### src/rtl/ripple_serial_alu_if.sv
// Request/response bundle for the serial carry-chain ALU.
// The requester drives operands and START; the ALU returns status and result.
interface ripple_serial_alu_if #(
  parameter int WIDTH = 8
);
  logic             start;
  logic [1:0]       opsel;
  logic [WIDTH-1:0] a;
  logic [WIDTH-1:0] b;
  logic             ci;
  logic             busy;
  logic             done;
  logic [WIDTH-1:0] s;
  logic             co;
  logic             flag;

  modport master (
    output start, opsel, a, b, ci,
    input  busy, done, s, co, flag
  );

  modport slave (
    input  start, opsel, a, b, ci,
    output busy, done, s, co, flag
  );
endinterface

### src/rtl/ripple_serial_alu.sv
// Serial ALU: one 2-bit carry-chain slice per clock, carry held in a register.
// state | meaning:  IDLE - waiting, results held | RUN - slice steps | FIN - DONE pulse, results held
module ripple_serial_alu #(
  parameter int WIDTH = 8
) (
  input  logic               clk_i,
  input  logic               lsr_i,
  ripple_serial_alu_if.slave bus
);

  localparam int N  = WIDTH / 2;
  localparam int SW = (N > 1) ? $clog2(N) : 1;

  localparam logic [1:0] OP_ADD = 2'b00;
  localparam logic [1:0] OP_SUB = 2'b01;
  localparam logic [1:0] OP_GE  = 2'b10;
  localparam logic [1:0] OP_NE  = 2'b11;

  typedef enum logic [1:0] {
    IDLE = 2'd0,
    RUN  = 2'd1,
    FIN  = 2'd2
  } state_e;

  state_e           state_q, state_d;
  logic [SW-1:0]    step_q, step_d;
  logic [1:0]       op_q, op_d;
  logic [WIDTH-1:0] a_q, a_d;
  logic [WIDTH-1:0] bw_q, bw_d;
  logic             carry_q, carry_d;
  logic             ne_q, ne_d;
  logic [WIDTH-1:0] s_q, s_d;
  logic             co_q, co_d;
  logic             flag_q, flag_d;

  logic [1:0]       a_pair, b_pair;
  logic [2:0]       sum;
  logic             last_step;

  always_ff @(posedge clk_i) begin
    if (lsr_i) begin
      state_q <= IDLE;
      step_q  <= '0;
      op_q    <= OP_ADD;
      a_q     <= '0;
      bw_q    <= '0;
      carry_q <= 1'b0;
      ne_q    <= 1'b0;
      s_q     <= '0;
      co_q    <= 1'b0;
      flag_q  <= 1'b0;
    end else begin
      state_q <= state_d;
      step_q  <= step_d;
      op_q    <= op_d;
      a_q     <= a_d;
      bw_q    <= bw_d;
      carry_q <= carry_d;
      ne_q    <= ne_d;
      s_q     <= s_d;
      co_q    <= co_d;
      flag_q  <= flag_d;
    end
  end

  always_comb begin
    state_d   = state_q;
    step_d    = step_q;
    op_d      = op_q;
    a_d       = a_q;
    bw_d      = bw_q;
    carry_d   = carry_q;
    ne_d      = ne_q;
    s_d       = s_q;
    co_d      = co_q;
    flag_d    = flag_q;
    a_pair    = 2'b00;
    b_pair    = 2'b00;
    sum       = 3'b000;
    last_step = (step_q == SW'(N - 1));

    for (int k = 0; k < N; k++) begin
      if (step_q == SW'(k)) begin
        a_pair = a_q[2*k +: 2];
        b_pair = bw_q[2*k +: 2];
      end
    end

    case (state_q)
      RUN: begin
        sum     = {1'b0, a_pair} + {1'b0, b_pair} + {2'b00, carry_q};
        carry_d = sum[2];
        ne_d    = ne_q | (|(a_pair ^ b_pair));
        for (int k = 0; k < N; k++) begin
          if (step_q == SW'(k)) begin
            s_d[2*k +: 2] = (op_q == OP_ADD || op_q == OP_SUB) ? sum[1:0] : 2'b00;
          end
        end
        if (last_step) begin
          state_d = FIN;
          co_d    = (op_q == OP_NE) ? 1'b0 : sum[2];
          case (op_q)
            OP_GE:   flag_d = sum[2];
            OP_NE:   flag_d = ne_d;
            default: flag_d = (s_d == '0);
          endcase
        end else begin
          step_d = step_q + SW'(1);
        end
      end
      default: begin
        // IDLE and FIN both accept; FIN falls back to IDLE so DONE is one cycle
        if (state_q == FIN) state_d = IDLE;
        if (bus.start) begin
          state_d = RUN;
          step_d  = '0;
          op_d    = bus.opsel;
          a_d     = bus.a;
          bw_d    = (bus.opsel == OP_SUB || bus.opsel == OP_GE) ? ~bus.b : bus.b;
          case (bus.opsel)
            OP_GE:   carry_d = 1'b1;
            OP_NE:   carry_d = 1'b0;
            default: carry_d = bus.ci;
          endcase
          ne_d    = 1'b0;
          s_d     = '0;
          co_d    = 1'b0;
          flag_d  = 1'b0;
        end
      end
    endcase
  end

  assign bus.busy = (state_q == RUN);
  assign bus.done = (state_q == FIN);
  assign bus.s    = s_q;
  assign bus.co   = co_q;
  assign bus.flag = flag_q;

endmodule

### src/flat_wrapper.sv
// flat-port wrapper written by rule: the top's interface ports become plain ports
module ripple_serial_alu_flat 
#(
  parameter int WIDTH = 8
)
  (clk_i, lsr_i, bus_start, bus_opsel, bus_a, bus_b, bus_ci, bus_busy, bus_done, bus_s, bus_co, bus_flag);
  ripple_serial_alu_if #(.WIDTH(WIDTH)) bus_i ();
  input  logic clk_i;
  input  logic lsr_i;
  input wire logic [$bits(bus_i.start)-1:0] bus_start;
  input wire logic [$bits(bus_i.opsel)-1:0] bus_opsel;
  input wire logic [$bits(bus_i.a)-1:0] bus_a;
  input wire logic [$bits(bus_i.b)-1:0] bus_b;
  input wire logic [$bits(bus_i.ci)-1:0] bus_ci;
  output wire logic [$bits(bus_i.busy)-1:0] bus_busy;
  output wire logic [$bits(bus_i.done)-1:0] bus_done;
  output wire logic [$bits(bus_i.s)-1:0] bus_s;
  output wire logic [$bits(bus_i.co)-1:0] bus_co;
  output wire logic [$bits(bus_i.flag)-1:0] bus_flag;
  assign bus_i.start = bus_start;
  assign bus_i.opsel = bus_opsel;
  assign bus_i.a = bus_a;
  assign bus_i.b = bus_b;
  assign bus_i.ci = bus_ci;
  assign bus_busy = bus_i.busy;
  assign bus_done = bus_i.done;
  assign bus_s = bus_i.s;
  assign bus_co = bus_i.co;
  assign bus_flag = bus_i.flag;
  ripple_serial_alu #(.WIDTH(WIDTH)) u_core (.clk_i(clk_i), .lsr_i(lsr_i), .bus(bus_i));
endmodule
### config.mk
export PLATFORM = sky130hd
export DESIGN_NAME = ripple_serial_alu_flat
export DESIGN_NICKNAME = d
export VERILOG_FILES = /design/src/rtl/ripple_serial_alu_if.sv /design/src/rtl/ripple_serial_alu.sv /design/src/flat_wrapper.sv
export SDC_FILE = /design/constraint.sdc
export NUM_CORES = 1
export LEC_CHECK = 0
export ABC_AREA = 1
export BUFFER_PORTS_ARGS = -buffer_cell sky130_fd_sc_hd__buf_2
export CAP_MARGIN = 20
export CELL_PAD_IN_SITES_DETAIL_PLACEMENT = 0
export CELL_PAD_IN_SITES_GLOBAL_PLACEMENT = 1
export CORE_UTILIZATION = 42
export DETAILED_ROUTE_END_ITERATION = 10
export HOLD_SLACK_MARGIN = 0.08
export MAX_ROUTING_LAYER = met4
export PLACE_DENSITY = 0.83
export SYNTH_ARGS = -nofsm -noshare
export SYNTH_HDL_FRONTEND = slang
export SYNTH_SLANG_ARGS = --single-unit
### constraint.sdc
create_clock -name clk_i -period 6.35 [get_ports clk_i]
set_input_delay 1.27 -clock clk_i [delete_from_list [all_inputs] [get_ports clk_i]]
set_output_delay 1.27 -clock clk_i [all_outputs]
set_load 0.05 [all_outputs]
Word level (Yosys, flattened, before mapping). Cells that the tools add are included.

Bits in registers: 34. Logic and storage cells: 80. Input bits: 22.

Reduce and logical (&&, ||, !) cells: 12. Muxes and demuxes: 38. Equality and inequality tests: 13. Add/sub/neg operators: 3. Bitwise gates (word level): 4.

Operators with widths (count): $mux W2 (24); $mux W8 (3); $eq A2 B2 Y1 const B (7); $mux W1 (9); $eq A2 B1 Y1 const B (4); $logic_not A8 Y1 (1); $not A8 Y8 (1); $reduce_and A2 Y1 (4); $logic_not A2 Y1 (2); $pmux W1 S2 (2); $add A2 B2 Y3 (1); $add A3 B1 Y3 (1); $reduce_bool A3 Y1 (1); $add A2 B1 Y2 const B (1); $logic_or A1 B1 Y1 (2); $ne A2 B1 Y1 const B (1); $ne A2 B2 Y1 const B (1); $reduce_bool A2 Y1 (1); $reduce_or A2 Y1 (1); $xor A2 B2 Y2 (1); $not A1 Y1 (1); $or A1 B1 Y1 (1).

Longest topological paths before layout.
Depth after elaboration: 14. Gate-level depth with buffers: 16. Gate-level depth less buffers: 16.

Least setup slack after synthesis. Ideal clock, no wire load.

Path type: reg-to-reg. From: register u_core.step_q[0]. To: register u_core.flag_q (netlist: u_core.bus.flag). Arrival time: 2474 ps. Slack: 3806 ps. Stages on the path, launching flop included: 17. Data required time: 6280 ps. Setup time: 70 ps. Cells stage by stage: dfxtp_1 > inv_1 > ha_1 > inv_1 > nor2_1 > nor2_1 > a22oi_1 > fa_1 > fa_1 > nor2_1 > o21ai_1 > nand2_1 > nor2_1 > nand2_1 > nand2_1 > nand2_1 > a21oi_1.

Cells in the longest elaborated chain, start to end: 14. Elaborated cells on any way between the ends: 32. Those cells by class: 2 x add/sub; 4 x eq/ne; 20 x mux; 2 x bitwise; 4 x reduce/logical.

RTL lines: start: declaration (RTL line ripple_serial_alu.sv:26) `logic [SW-1:0] step_q, step_d;`; start signal: assignment (RTL line ripple_serial_alu.sv:54) `step_q <= step_d;`; $logic_not A2 Y1 (RTL line ripple_serial_alu.sv:83, ripple_serial_alu.sv:95); $mux W2 (4 in series) (RTL line ripple_serial_alu.sv:83) `if (step_q == SW'(k)) begin`; $add A2 B2 Y3 (RTL line ripple_serial_alu.sv:91) `sum = {1'b0, a_pair} + {1'b0, b_pair} + {2'b00, carry_q};`; $add A3 B1 Y3 (RTL line ripple_serial_alu.sv:91); $mux W2 (RTL line ripple_serial_alu.sv:96) `s_d[2*k +: 2] = (op_q == OP_ADD || op_q == OP_SUB) ? sum[1:0] : 2'b00;`; $mux W2 (RTL line ripple_serial_alu.sv:95) `if (step_q == SW'(k)) begin`; $mux W2 (RTL line ripple_serial_alu.sv:89) `case (state_q)`; $logic_not A8 Y1 (RTL line ripple_serial_alu.sv:105) `default: flag_d = (s_d == '0);`; $pmux W1 S2 (RTL line ripple_serial_alu.sv:102) `case (op_q)`; $mux W1 (RTL line ripple_serial_alu.sv:99) `if (last_step) begin`; $mux W1 (RTL line ripple_serial_alu.sv:89); end signal: assignment (RTL line ripple_serial_alu.sv:62) `flag_q <= flag_d;`; end: declaration (RTL line ripple_serial_alu.sv:34) `logic flag_q, flag_d;`.

Several ways; a longest one is shown, not always the timed one. The select of a mux whose other input is x is not followed. A chain may end at the register's enable or synchronous reset.

Final worst setup path. Same ends and word-level chain as after synthesis.

==> results.rst <==
.. list-table::
   :header-rows: 1

   * - Metric
     - Value
   * - Syn Inst Count
     - around 230
   * - Number of flops mapped to enable cells by yosys
     - 0
   * - Clock-pin slew on the worst setup and hold paths
     - 70 ps
   * - Detailed Route WL
     - 3.79 mm
   * - Share of synthesized area occupied by flip-flops and latches
     - 38.5%
   * - Filler Cells Inserted
     - 422
   * - Final antenna diode count
     - 0
   * - Syn Area/Cell
     - 7.65 um2
   * - Worst Min Path Start
     - u_core.bus.flag$_SDFFE_PP0P_
   * - Pwr dens
     - 260 mW/mm2
   * - Worst-case clock skew
     - 4.57 ps
   * - Pin count of the biggest net entering global routing
     - 25
   * - Vias/cell
     - approximately 5
   * - Leakage power
     - 0.000936 uW
   * - Async SR Flop Fraction
     - 0%
   * - Vert. Die Dim
     - 66.9 um
   * - Cell Area, Synth
     - 0.00177 mm2
   * - Half-perimeter wire length after placement
     - 2.74 mm
   * - Distinct cell type count after synthesis
     - 24
   * - GRT Resource Usage Total
     - 20.8%
   * - Number of global-route vias before repair
     - 1452
   * - Kind of start point of the critical path
     - register
   * - Result of the run
     - finished, final reports clean
   * - Clock latency on the worst-skew pair
     - about 280 ps
   * - Residual DRC
     - 0
   * - Max-slew violation total from the final report
     - 0
   * - Overall power consumption
     - 539 uW
   * - Postcts setup bufs
     - 0
   * - Starting DRC count in detailed routing
     - between 40 and 50
   * - Routability-driven placement congestion ratio
     - 0.793
   * - Clock Power Share
     - 34.6%
   * - Register bit count reported by yosys
     - 34
   * - Internal power consumption
     - 381 uW
   * - Minimum hold slack
     - approximately 460 ps
   * - Endpoints failing hold
     - 0
   * - Total die area
     - 0.00447 mm2
   * - Sw frac
     - 29.3%
   * - CTS Sinks
     - 34
   * - Die W
     - 66.9 um
   * - Final clock period utilization by the worst path
     - 46.7%
   * - Hold buffer count at CTS
     - 0
   * - Area fraction of the dominant cell type after synthesis
     - 38.5%
   * - Sw power
     - 158 uW
   * - Remaining number of nets flagged by the antenna check after routing
     - 0
   * - Sequential share of power
     - approximately 44%
   * - CTS tree
     - done
   * - Classification of the worst setup path
     - reg -> reg
   * - Worst min path class
     - reg -> reg
   * - Number of levels in the clock H-tree
     - 2
   * - Req. time, crit path
     - 6570 ps
   * - Dominant cell type by area after synthesis
     - sky130_fd_sc_hd__dfxtp_1
   * - Post-synth top cells
     - sky130_fd_sc_hd__dfxtp_1 (34), sky130_fd_sc_hd__nor2_1 (32), sky130_fd_sc_hd__nand2_1 (25)
   * - Part of the total power dissipated in combinational logic
     - between 20% and 30%
   * - Arrival @ worst endpoint
     - 3190 ps
   * - Number of buffers inserted by port buffering
     - 33
   * - Worst Reg2Reg Path Length in Cells
     - 16
   * - Cell with the most instances after synthesis
     - sky130_fd_sc_hd__dfxtp_1
   * - Library cell used as clock root buffer
     - sky130_fd_sc_hd__clkbuf_8
   * - Num rows
     - 23
   * - Final global-route overflow total
     - 0
   * - Number of placed I/O pins
     - 34
   * - Yosys Warn Count
     - 0
   * - Critical R2R Capture
     - u_core.bus.flag$_SDFFE_PP0P_
   * - WHS Endpoint
     - u_core.bus.flag$_SDFFE_PP0P_
   * - Post-cts sizing count
     - 0
   * - Number of antenna violations at the first check in global routing
     - 0
   * - Nets in the synthesized netlist
     - roughly 260
   * - Max Fclk
     - 337 MHz
   * - Setup-failing EPs final
     - 0
   * - First-pass iteration count of the detailed router
     - 4
   * - Number of cells traversed by the worst hold path
     - 2
   * - Startpoint of the worst register-to-register path
     - u_core.step_q[0]$_SDFFE_PP0P_
   * - Least-Margin Pin Slew
     - ~560 ps
   * - Deepest clock path buffer count
     - 2
   * - Kind of end point of the critical path
     - register
   * - Core Region
     - 0.00403 mm2
   * - Peak supply drop
     - 0.000141 V
   * - Share of final-layout standard cells stronger than drive strength 1
     - between 20% and 30%
   * - Routed WL per cell
     - 12.1 um
   * - First-pass GRT wire length
     - 6.71 mm
   * - Unrepaired setup endpoints after global routing
     - no
   * - Primary FF master, synth
     - sky130_fd_sc_hd__dfxtp_1
   * - Total vias in the final route
     - 1563
   * - R2R setup slack
     - 3380 ps
   * - Max transition margin
     - 62.9%
   * - Crit path max fanout
     - 8
   * - Final-stage net count
     - just under 300
   * - Reported max-cap violation count
     - 0
   * - Final worst path period need
     - 2970 ps
   * - Initial Utilization
     - 43.9%
   * - TritonCTS buffer count
     - 5
   * - P&R area growth vs syn
     - 17.4%
   * - Top area cells in the synthesized netlist
     - sky130_fd_sc_hd__dfxtp_1 (38%), sky130_fd_sc_hd__nor2_1 (6.8%), sky130_fd_sc_hd__nand2_1 (5.3%), sky130_fd_sc_hd__o21ai_0 (5.1%), sky130_fd_sc_hd__a21oi_1 (4.5%)
   * - Final-layout setup total negative slack
     - 0 ps
## critical path: stages (launching register included)
cell and delay [ps]:
sky130_fd_sc_hd__dfxtp_1 420, sky130_fd_sc_hd__inv_1 90, sky130_fd_sc_hd__ha_1 290, sky130_fd_sc_hd__inv_1 180, sky130_fd_sc_hd__nor2_1 60, sky130_fd_sc_hd__nor2_1 80
sky130_fd_sc_hd__a22oi_1 110, sky130_fd_sc_hd__fa_1 410, sky130_fd_sc_hd__fa_1 530, sky130_fd_sc_hd__nor2_1 80, sky130_fd_sc_hd__o21ai_1 200, sky130_fd_sc_hd__nand2_1 70
sky130_fd_sc_hd__nor2_1 100, sky130_fd_sc_hd__nand2_1 70, sky130_fd_sc_hd__nand2_1 60, sky130_fd_sc_hd__nand2_1 50, sky130_fd_sc_hd__a21oi_1 110
## routing by layer
metal | GRT usage, % | wire (um) | up-vias
met5 | - | 0 | -
met4 | 7.18 | 40 | 0
met3 | 5.14 | 184 | 4
met2 | 33.3 | 1680 | 43
met1 | 25.3 | 1880 | 695
li1 | - | - | 821
## how the worst max path moves through the flow
| stage | from | end | slack (ps) | cells after the start |
|---|---|---|---|---|
| after floorplan | u_core.step_q[0]$_SDFFE_PP0P_ | u_core.bus.flag$_SDFFE_PP0P_ | 3810 | 16 |
| after global placement | bus_start | u_core.carry_q$_SDFFE_PP0P_ | 3350 | 7 |
| after detailed placement | bus_start | u_core.carry_q$_SDFFE_PP0P_ | 3270 | 7 |
| after CTS | u_core.step_q[0]$_SDFFE_PP0P_ | u_core.bus.flag$_SDFFE_PP0P_ | 3390 | 16 |
| after global routing | u_core.step_q[0]$_SDFFE_PP0P_ | u_core.bus.flag$_SDFFE_PP0P_ | 3040 | 16 |
| final | u_core.step_q[0]$_SDFFE_PP0P_ | u_core.bus.flag$_SDFFE_PP0P_ | 3380 | 16 |
## through the flow
step | setup slack, ps | instance area [um2] | utilization (%) | cells
6_report | 3380 | 2080 | 51.5 | 314
5_1_grt | 3040 | 2080 | 51.5 | 314
4_1_cts | 3390 | 2060 | 51.1 | 313
3_5_place_dp | 3270 | 1950 | 48.4 | 305
3_3_place_gp | 3350 | 1950 | 48.4 | 305
2_1_floorplan | 3810 | 1770 | - | 231
## power groups by stage
stage,clock network (uW),logic (uW),registers (uW)
4_1_cts,193,116,236
5_1_grt,201,133,238
3_3_place_gp,0,115,241
3_5_place_dp,0,116,241
6_report,186,116,236
2_1_floorplan,0,82.0,245
## cells in the final DEF, fill, tap and decap left out
master                       n
sky130_fd_sc_hd__nor3_1      1
sky130_fd_sc_hd__inv_2       5
sky130_fd_sc_hd__dfxtp_1    34
sky130_fd_sc_hd__or2_2       3
sky130_fd_sc_hd__a22oi_1     4
sky130_fd_sc_hd__xor2_4      1
sky130_fd_sc_hd__a31oi_1     3
sky130_fd_sc_hd__or2_1       5
sky130_fd_sc_hd__nor2_1     32
sky130_fd_sc_hd__o21ai_1    13
sky130_fd_sc_hd__nand3_1    12
sky130_fd_sc_hd__o21ai_0    18
sky130_fd_sc_hd__ha_1        6
sky130_fd_sc_hd__clkbuf_8    8
sky130_fd_sc_hd__nor2_2      2
sky130_fd_sc_hd__xnor2_1     8
sky130_fd_sc_hd__fa_1        2
sky130_fd_sc_hd__buf_2      33
sky130_fd_sc_hd__a2bb2oi_1   5
sky130_fd_sc_hd__a21oi_2     8
sky130_fd_sc_hd__nand2_1    25
sky130_fd_sc_hd__buf_8       1
sky130_fd_sc_hd__a21oi_1    16
sky130_fd_sc_hd__inv_1      19
## kinds of logic after synthesis
group                      after synthesis  share of synthesized area (%)
and+or+nand+nor                         80                           19.3
AOI/OAI and AO/OA                       67                           22.5
DFF                                     34                           38.5
buffers and inverters                   33                           7.64
xor gates and xnor gates                 9                           5.52
adders and majority gates                8                           6.51
## state kept, by name (all words and copies together), names as in the netlist
| register | count |
|---|---|
| u_core.bw_q | 8 |
| u_core.step_q | 2 |
| u_core.ne_q | 1 |
| u_core.op_q | 2 |
| u_core.bus.flag | 1 |
| u_core.state_q | 2 |
| u_core.bus.co | 1 |
| u_core.bus.s | 8 |
| u_core.a_q | 8 |
| u_core.carry_q | 1 |
## area by class of cell
cell class              instances  area, um2  area share (%)
clock buffers                   8        110            5.30
inverters                      24       90.1            4.34
multi-input cells             164        952            45.9
flip-flops and latches         34        681            32.8
well taps                      50       62.6            3.01
repair buffers                 34        180            8.68
Note: power is estimated with default switching activity, not from simulation.
